$ cat src/rtl/simple_fifo_pkg.sv
// Shared constants and helpers for the wide-to-narrow FIFO splitter.
// Latency: n/a (compile-time only).
// Backpressure: n/a.
package simple_fifo_pkg;

  localparam int DEF_DATA_IN_WIDTH  = 128;
  localparam int DEF_DATA_OUT_WIDTH = 16;

  // Ceiling log2, used for slice-select and counter widths.
  function automatic int clog2(input int v);
    int r;
    r = 0;
    while ((1 << r) < v) r++;
    return r;
  endfunction

  // Number of narrow slices per wide word.
  function automatic int split_ratio(input int din, input int dout);
    return din / dout;
  endfunction

  // Legal only when the wide word is a power-of-two (>=2) multiple of the slice.
  function automatic bit split_ok(input int din, input int dout);
    int r;
    if (dout <= 0) return 1'b0;
    if ((din % dout) != 0) return 1'b0;
    r = din / dout;
    return (r >= 2) && ((r & (r - 1)) == 0);
  endfunction

  localparam int RATIO     = split_ratio(DEF_DATA_IN_WIDTH, DEF_DATA_OUT_WIDTH);
  localparam int SEL_WIDTH = clog2(RATIO);

endpackage

$ cat src/rtl/simple_fifo_ram.sv
// Wide-word storage: DEPTH entries of {last, data}.
// Latency: write lands at the clock edge; read port is combinational.
// Backpressure: none; the caller only strobes wr_en when space exists.
module simple_fifo_ram #(
  parameter int WIDTH      = 129,
  parameter int ADDR_WIDTH = 4
) (
  input  logic                  clk,
  input  logic                  wr_en,
  input  logic [ADDR_WIDTH-1:0] wr_addr,
  input  logic [WIDTH-1:0]      wr_dat,
  input  logic [ADDR_WIDTH-1:0] rd_addr,
  output logic [WIDTH-1:0]      rd_dat
);

  logic [WIDTH-1:0] mem [1 << ADDR_WIDTH];

  // Storage carries no reset; content is meaningless until written.
  always_ff @(posedge clk) begin
    if (wr_en) mem[wr_addr] <= wr_dat;
  end

  assign rd_dat = mem[rd_addr];

endmodule

$ cat src/rtl/simple_fifo_splitter.sv
// Wide-to-narrow FIFO: wide words in, narrow slices out, LS slice first.
// Latency: word visible (rd_empty=0) after its write edge; rd_dat registered on the accepting read edge.
// Backpressure: wr_full is an almost-full hint; writes without space are dropped, reads while empty are ignored.
// Optional SIMPLE_FIFO_SPLITTER_ERR_EN adds sticky wr_ovf / rd_udf error flags.
module simple_fifo_splitter
  import simple_fifo_pkg::*;
#(
  parameter  int DATA_IN_WIDTH  = DEF_DATA_IN_WIDTH,
  parameter  int DATA_OUT_WIDTH = DEF_DATA_OUT_WIDTH,
  parameter  int ADDR_WIDTH     = 4,
  parameter  int FULL_SLACK     = 1,
  localparam int SEL_W          = clog2(split_ratio(DATA_IN_WIDTH, DATA_OUT_WIDTH)),
  localparam int CNT_W          = ADDR_WIDTH + SEL_W + 1
) (
  input  logic                      clk,
  input  logic                      rst,
  input  logic                      wr_ena,
  input  logic [DATA_IN_WIDTH-1:0]  wr_dat,
  input  logic                      wr_last,
  output logic                      wr_full,
  input  logic                      rd_ena,
  output logic [DATA_OUT_WIDTH-1:0] rd_dat,
  output logic                      rd_last,
  output logic                      rd_empty,
`ifdef SIMPLE_FIFO_SPLITTER_ERR_EN
  output logic                      wr_ovf,
  output logic                      rd_udf,
`endif
  output logic [CNT_W-1:0]          rd_dat_cnt
);

  localparam int R     = split_ratio(DATA_IN_WIDTH, DATA_OUT_WIDTH);
  localparam int DEPTH = 1 << ADDR_WIDTH;
  localparam int W     = DATA_IN_WIDTH + 1;

  localparam logic [ADDR_WIDTH:0] DEPTH_V = (ADDR_WIDTH + 1)'(DEPTH);
  localparam logic [ADDR_WIDTH:0] SLACK_V = (ADDR_WIDTH + 1)'(FULL_SLACK - 1);
  localparam logic [CNT_W-1:0]    R_V     = CNT_W'(R);
  localparam logic [CNT_W-1:0]    ONE_V   = CNT_W'(1);
  localparam logic [SEL_W-1:0]    SEL_MAX = SEL_W'(R - 1);

  generate
    if (!split_ok(DATA_IN_WIDTH, DATA_OUT_WIDTH) || FULL_SLACK < 1 || FULL_SLACK > DEPTH) begin : g_bad_cfg
      $error("simple_fifo_splitter: illegal width ratio or FULL_SLACK");
    end
  endgenerate

  logic [ADDR_WIDTH:0]      wr_ptr;
  logic [ADDR_WIDTH:0]      rd_ptr;
  logic [ADDR_WIDTH:0]      word_cnt;
  logic [ADDR_WIDTH:0]      free_cnt;
  logic [SEL_W-1:0]         sel;
  logic [W-1:0]             head;
  logic [DATA_OUT_WIDTH-1:0] slices [R];
  logic                     wr_acc;
  logic                     rd_acc;
  logic                     head_done;

  // Space is judged from the registered pointers only, so a read that
  // frees the head word this cycle never makes room for a same-cycle write.
  assign word_cnt  = wr_ptr - rd_ptr;
  assign free_cnt  = DEPTH_V - word_cnt;
  assign wr_acc    = wr_ena && (word_cnt < DEPTH_V);
  assign rd_empty  = (rd_dat_cnt == '0);
  assign rd_acc    = rd_ena && !rd_empty;
  assign head_done = (sel == SEL_MAX);
  assign wr_full   = (free_cnt <= SLACK_V);

  simple_fifo_ram #(
    .WIDTH      (W),
    .ADDR_WIDTH (ADDR_WIDTH)
  ) u_ram (
    .clk     (clk),
    .wr_en   (wr_acc),
    .wr_addr (wr_ptr[ADDR_WIDTH-1:0]),
    .wr_dat  ({wr_last, wr_dat}),
    .rd_addr (rd_ptr[ADDR_WIDTH-1:0]),
    .rd_dat  (head)
  );

  // Head word viewed as an array of slices, index 0 = least significant.
  for (genvar g = 0; g < R; g++) begin : g_slice
    assign slices[g] = head[g*DATA_OUT_WIDTH +: DATA_OUT_WIDTH];
  end

  // Write pointer advances on every accepted write.
  always_ff @(posedge clk or negedge rst) begin
    if (!rst)        wr_ptr <= '0;
    else if (wr_acc) wr_ptr <= wr_ptr + 1'b1;
  end

  // Slice selector walks the head word; the word is freed after its last slice.
  always_ff @(posedge clk or negedge rst) begin
    if (!rst) begin
      rd_ptr <= '0;
      sel    <= '0;
    end else if (rd_acc) begin
      sel <= sel + 1'b1;
      if (head_done) rd_ptr <= rd_ptr + 1'b1;
    end
  end

  // Slice count: +R per word in, -1 per slice out.
  always_ff @(posedge clk or negedge rst) begin
    if (!rst) begin
      rd_dat_cnt <= '0;
    end else begin
      case ({wr_acc, rd_acc})
        2'b10:   rd_dat_cnt <= rd_dat_cnt + R_V;
        2'b01:   rd_dat_cnt <= rd_dat_cnt - ONE_V;
        2'b11:   rd_dat_cnt <= rd_dat_cnt + R_V - ONE_V;
        default: rd_dat_cnt <= rd_dat_cnt;
      endcase
    end
  end

  // Output slice register; holds its value across rejected reads.
  always_ff @(posedge clk or negedge rst) begin
    if (!rst) begin
      rd_dat  <= '0;
      rd_last <= 1'b0;
    end else if (rd_acc) begin
      rd_dat  <= slices[sel];
      rd_last <= head[W-1] & head_done;
    end
  end

`ifdef SIMPLE_FIFO_SPLITTER_ERR_EN
  // Sticky error flags, cleared only by reset.
  always_ff @(posedge clk or negedge rst) begin
    if (!rst) begin
      wr_ovf <= 1'b0;
      rd_udf <= 1'b0;
    end else begin
      if (wr_ena && !wr_acc) wr_ovf <= 1'b1;
      if (rd_ena && rd_empty) rd_udf <= 1'b1;
    end
  end
`endif

endmodule

$ cat config.mk
export PLATFORM = sky130hd
export DESIGN_NAME = simple_fifo_splitter
export DESIGN_NICKNAME = d
export VERILOG_FILES = /design/src/rtl/simple_fifo_pkg.sv /design/src/rtl/simple_fifo_ram.sv /design/src/rtl/simple_fifo_splitter.sv
export SDC_FILE = /design/constraint.sdc
export NUM_CORES = 2
export LEC_CHECK = 0
export BUFFER_PORTS_ARGS = -buffer_cell sky130_fd_sc_hd__clkbuf_2
export CORE_ASPECT_RATIO = 1.4
export CORE_MARGIN = 10
export CORE_UTILIZATION = 62
export DETAILED_ROUTE_END_ITERATION = 16
export GPL_ROUTABILITY_DRIVEN = 0
export GPL_TIMING_DRIVEN = 0
export PLACE_DENSITY = 0.79
export SLEW_MARGIN = 20
export SYNTH_ARGS = -nofsm -noshare
export SYNTH_HDL_FRONTEND = slang
export SYNTH_SLANG_ARGS = --single-unit
$ cat constraint.sdc
create_clock -name clk -period 14.3 [get_ports clk]
set_input_delay 1.43 -clock clk [delete_from_list [all_inputs] [get_ports clk]]
set_output_delay 1.43 -clock clk [all_outputs]
set_load 0.03 [all_outputs]
==> flow_summary.json <==
{
  "status": "finished, violations left",
  "violations": "design-rule violations",
  "tightestPinTransition_ns": 1.384,
  "power_leakage_nw": 29.87,
  "crit_fanout": 10,
  "grt_overflow": 0,
  "cts_tree": "yes",
  "synth-xor-area-share_pct": 0.2170,
  "ys_types": 70,
  "wl_per_cell_um": 41.78,
  "final-setup-viol-count": 0,
  "rsz0062_at_grt": "no",
  "cts_buffers": 180,
  "startpoint_type": "flop",
  "std_cell_rows": 156,
  "endpoint_kind": "flop",
  "dp_hpwl_mm": 166.2,
  "drtAntennaViolNets": 0,
  "setup-tns-final_ns": 0,
  "grt_pass1_vias": 45180,
  "yosys_warnings": 0,
  "vias_per_cell": 7.479,
  "syn_nets": 3842,
  "synth_async_sr_flop_share_pct": 1.808,
  "synth_compound_area_share_pct": 3.565,
  "dieArea_mm2": 0.1452,
  "syn-cell-area_mm2": 0.08072,
  "grt_start_max_net_pins": 22,
  "holdBufCountCts": 0,
  "crit_type": "reg -> reg",
  "clock_skew_ns": 0.03451,
  "route.detailed.drc": 1,
  "report.final.slew_viol_count": 0,
  "fp.dieW_um": 325.0,
  "pin_count": 160,
  "hold_viol": 0,
  "powerDensity_mw_per_mm2": 188.4,
  "vias": 45890,
  "final_util_pct": 71.62,
  "cpPeakStageDelay_ns": 0.69,
  "cts-resized-gates": 0,
  "min_period_over_period_pct": 54.80,
  "fin_nets": 4374,
  "area_delta_synth_final_pct": 14.64,
  "portBuffers": 159,
  "syn_inst": 3694,
  "cts_root_buf": "clkbuf_16",
  "clock_path_buffers": 3,
  "peakVddDrop_uv": 117.9,
  "yosys_most_used_dff": "edfxtp_1",
  "max_cap_viol_count": 0,
  "fmax_mhz": 127.6,
  "syn_area_per_cell_um2": 21.85,
  "firstDrtPassIters": 14,
  "hp-class": "reg -> reg",
  "synth_top_family_by_area": "multiplexers",
  "htreeDepth": 4,
  "muxShareOfSynthArea_pct": 15.09,
  "synthAdderAreaFrac_pct": 0.2418,
  "coreArea_mm2": 0.1292,
  "ys_seq_elements": 2102,
  "critPathTopFamily": "buffers and inverters",
  "relSlewSlack_pct": 7.361,
  "antenna_found_initial": 52,
  "cpMostUsedCell": "buf_4",
  "cp_slowest_cell": "nor3_2",
  "cp.required_ns": 14.82,
  "grt_pass1_wl_mm": 354.1,
  "insertion_delay_ns": 0.85,
  "period_needed_ns": 7.837,
  "synth_edf_count": 2064,
  "fp.dieH_um": 446.9,
  "synth-simple-area-share_pct": 1.344,
  "drive_gt1_share_pct": 28.01,
  "synth_seq_area_share_pct": 77.96,
  "drt-total-wl_mm": 256.3,
  "clkTransAtPathRegs_ns": 0.07,
  "initial_core_util_pct": 62.47,
  "drt_iter0_drc": 9414,
  "crit_buf_inv": 15,
  "crit_path_cell_trace": "buf_2 > inv_2 > buf_4 > buf_2 > buf_2 > ha_1 > a21o_1 > a21oi_1 > xnor2_1 > inv_1 > ha_1 > nor2b_1 > o21a_1 > buf_2 > buf_1 > nand2_1 > nor3_2 > buf_4 > buf_4 > buf_4 > buf_4 > buf_4 > buf_4 > buf_4",
  "post_cts_buffers": 0,
  "arrival_ns": 8.35,
  "grt_use_total_pct": 35.32,
  "clock_sinks": 2102
}
[cell usage after synthesis, drive strengths merged (2+ instances only)]
cell | number | area, um2
a31oi | 18 | 112.6
mux2 | 12 | 135.1
a211oi | 48 | 360.4
or2 | 4 | 27.53
a2111oi | 12 | 106.4
buf | 151 | 991.0
o211ai | 8 | 60.06
o21ai | 56 | 280.3
o22ai | 55 | 344.1
o31ai | 10 | 88.83
nor2b | 7 | 43.79
dfrtp | 38 | 950.9
edfxtp | 2064 | 61980
a211o | 4 | 35.03
o311ai | 2 | 17.52
nor3b | 3 | 22.52
inv | 15 | 56.30
nor4 | 5 | 31.28
or3 | 3 | 18.77
mux2i | 234 | 2342
clkbuf | 60 | 225.2
nand2b | 10 | 62.56
nand2 | 110 | 412.9
o41ai | 2 | 17.52
nand3 | 20 | 100.1
and3 | 4 | 25.02
a21o | 3 | 22.52
a222oi | 2 | 20.02
a21oi | 75 | 375.4
o221ai | 36 | 315.3
nor2 | 31 | 116.4
mux4 | 431 | 9707
xor2 | 4 | 35.03
a22o | 17 | 148.9
and2 | 2 | 12.52
ha | 14 | 175.2
a311oi | 3 | 26.28
nor3 | 23 | 115.1
a22oi | 45 | 342.8
nand4 | 6 | 37.54
a221oi | 15 | 131.4
xnor2 | 16 | 140.1
[cells by family (layout without fill, tap and decap cells)]
logic type               Yosys count  count (layout)
AND/OR/NAND/NOR                  235             235
AO/OA/AOI/OAI                    419             419
multiplexers                     677             677
XOR/XNOR                          20              20
adder cells (fa/ha/maj)           15              15
flip-flops                      2102            2102
other                              0              31
buffers and inverters            226             899
[flip-flops by register name, summed over array words and instances (netlist names)]
signal	count
u_ram.mem	2064
rd_dat	16
rd_dat_cnt	8
rd_ptr	5
wr_ptr	5
sel	3
rd_last	1
[worst min-delay path, cell delays in order (launching register included)]
cell     delay, ns
dfrtp_1       0.38
nand2_1       0.06
nand2_1       0.07
[stage by stage]
stage / std cells / area [um2] / hold WS [ns] / total power, W / setup WS, ns
final: 6136 / 92540 / 0.5406 / 0.01743 / 6.463
after global routing: 6112 / 92480 / 0.5402 / 0.01764 / 6.218
after CTS: 6104 / 92430 / 0.5294 / 0.01714 / 6.665
after detailed placement: 5781 / 86930 / 0.5113 / 0.01249 / 6.799
after global placement: 5591 / 83690 / 0.4732 / 0.01239 / -11.34
after floorplan: 3694 / 80720 / 0.4604 / 0.01026 / 1.500
[where the power goes]
group	internal (W)	total [W]	switching, W
Clock	0.00253	0.00471	0.00218
Sequential	0.00700	0.00712	0.000123
Combinational	0.00192	0.00560	0.00368
[layout by cell type (no fill, tap or decap), types with 9 or more instances in the layout]
cell type / instances
buf_16: 46
o21ai_0: 49
nand2b_1: 10
a22o_1: 17
clkinv_1: 43
buf_1: 11
o22ai_1: 55
nor3_1: 18
ha_1: 14
nor2_4: 12
o31ai_1: 9
mux2i_1: 234
a31oi_1: 18
a22oi_1: 44
a221oi_1: 15
a211oi_1: 48
clkbuf_2: 181
bufinv_16: 9
mux4_2: 431
nand2_1: 109
buf_12: 54
xnor2_1: 16
o221ai_1: 36
buf_2: 81
edfxtp_1: 2064
clkbuf_1: 84
buf_6: 37
nand3_1: 20
clkbuf_16: 182
diode_2: 31
inv_1: 14
buf_4: 108
clkinv_2: 22
a21oi_1: 75
dfrtp_1: 38
nor2_1: 17
mux2_2: 12
[final cells by class]
cell class	instances	area (um2)
Buffer	211	1250
Inverter	15	56.30
Sequential cell	2102	62930
Multi-Input combinational cell	1366	16680
Tap cell	1738	2175
Fill cell	7124	36680
Antenna cell	31	77.57
Clock inverter	89	675.6
Timing Repair Buffer	350	3876
Clock buffer	234	4820
[metal layers]
layer | part of all wire, % | GRT usage (%) | vias up | wire length, um
li1 | - | - | 16720 | -
met1 | 30 | 42.31 | 22920 | 76920
met2 | 45 | 52.39 | 4900 | 115300
met3 | 15 | 12.78 | 1305 | 39280
met4 | 9.6 | 27.32 | 48 | 24500
met5 | 0.13 | 0 | - | 331
[path summary, 6_finish.rpt]
| kind | cells after the start | slack, ns | endpoint | from |
|---|---|---|---|---|
| max in group asynchronous | 2 | 13.19 | sel[1]$_DFFE_PN0P_ | rst |
| min in group asynchronous | 1 | 0.56 | rd_last$_DFFE_PN0P_ | rst |
| max | 24 | 6.46 | u_ram.mem[0][84]$_DFFE_PP_ | rd_ptr[2]$_DFFE_PN0P_ |
| min reg2reg | 2 | 0.54 | rd_last$_DFFE_PN0P_ | rd_last$_DFFE_PN0P_ |
| min | 2 | 0.54 | rd_last$_DFFE_PN0P_ | rd_last$_DFFE_PN0P_ |
| max reg2reg | 24 | 6.46 | u_ram.mem[0][84]$_DFFE_PP_ | rd_ptr[2]$_DFFE_PN0P_ |
Note: power is estimated with default switching activity, not from simulation.
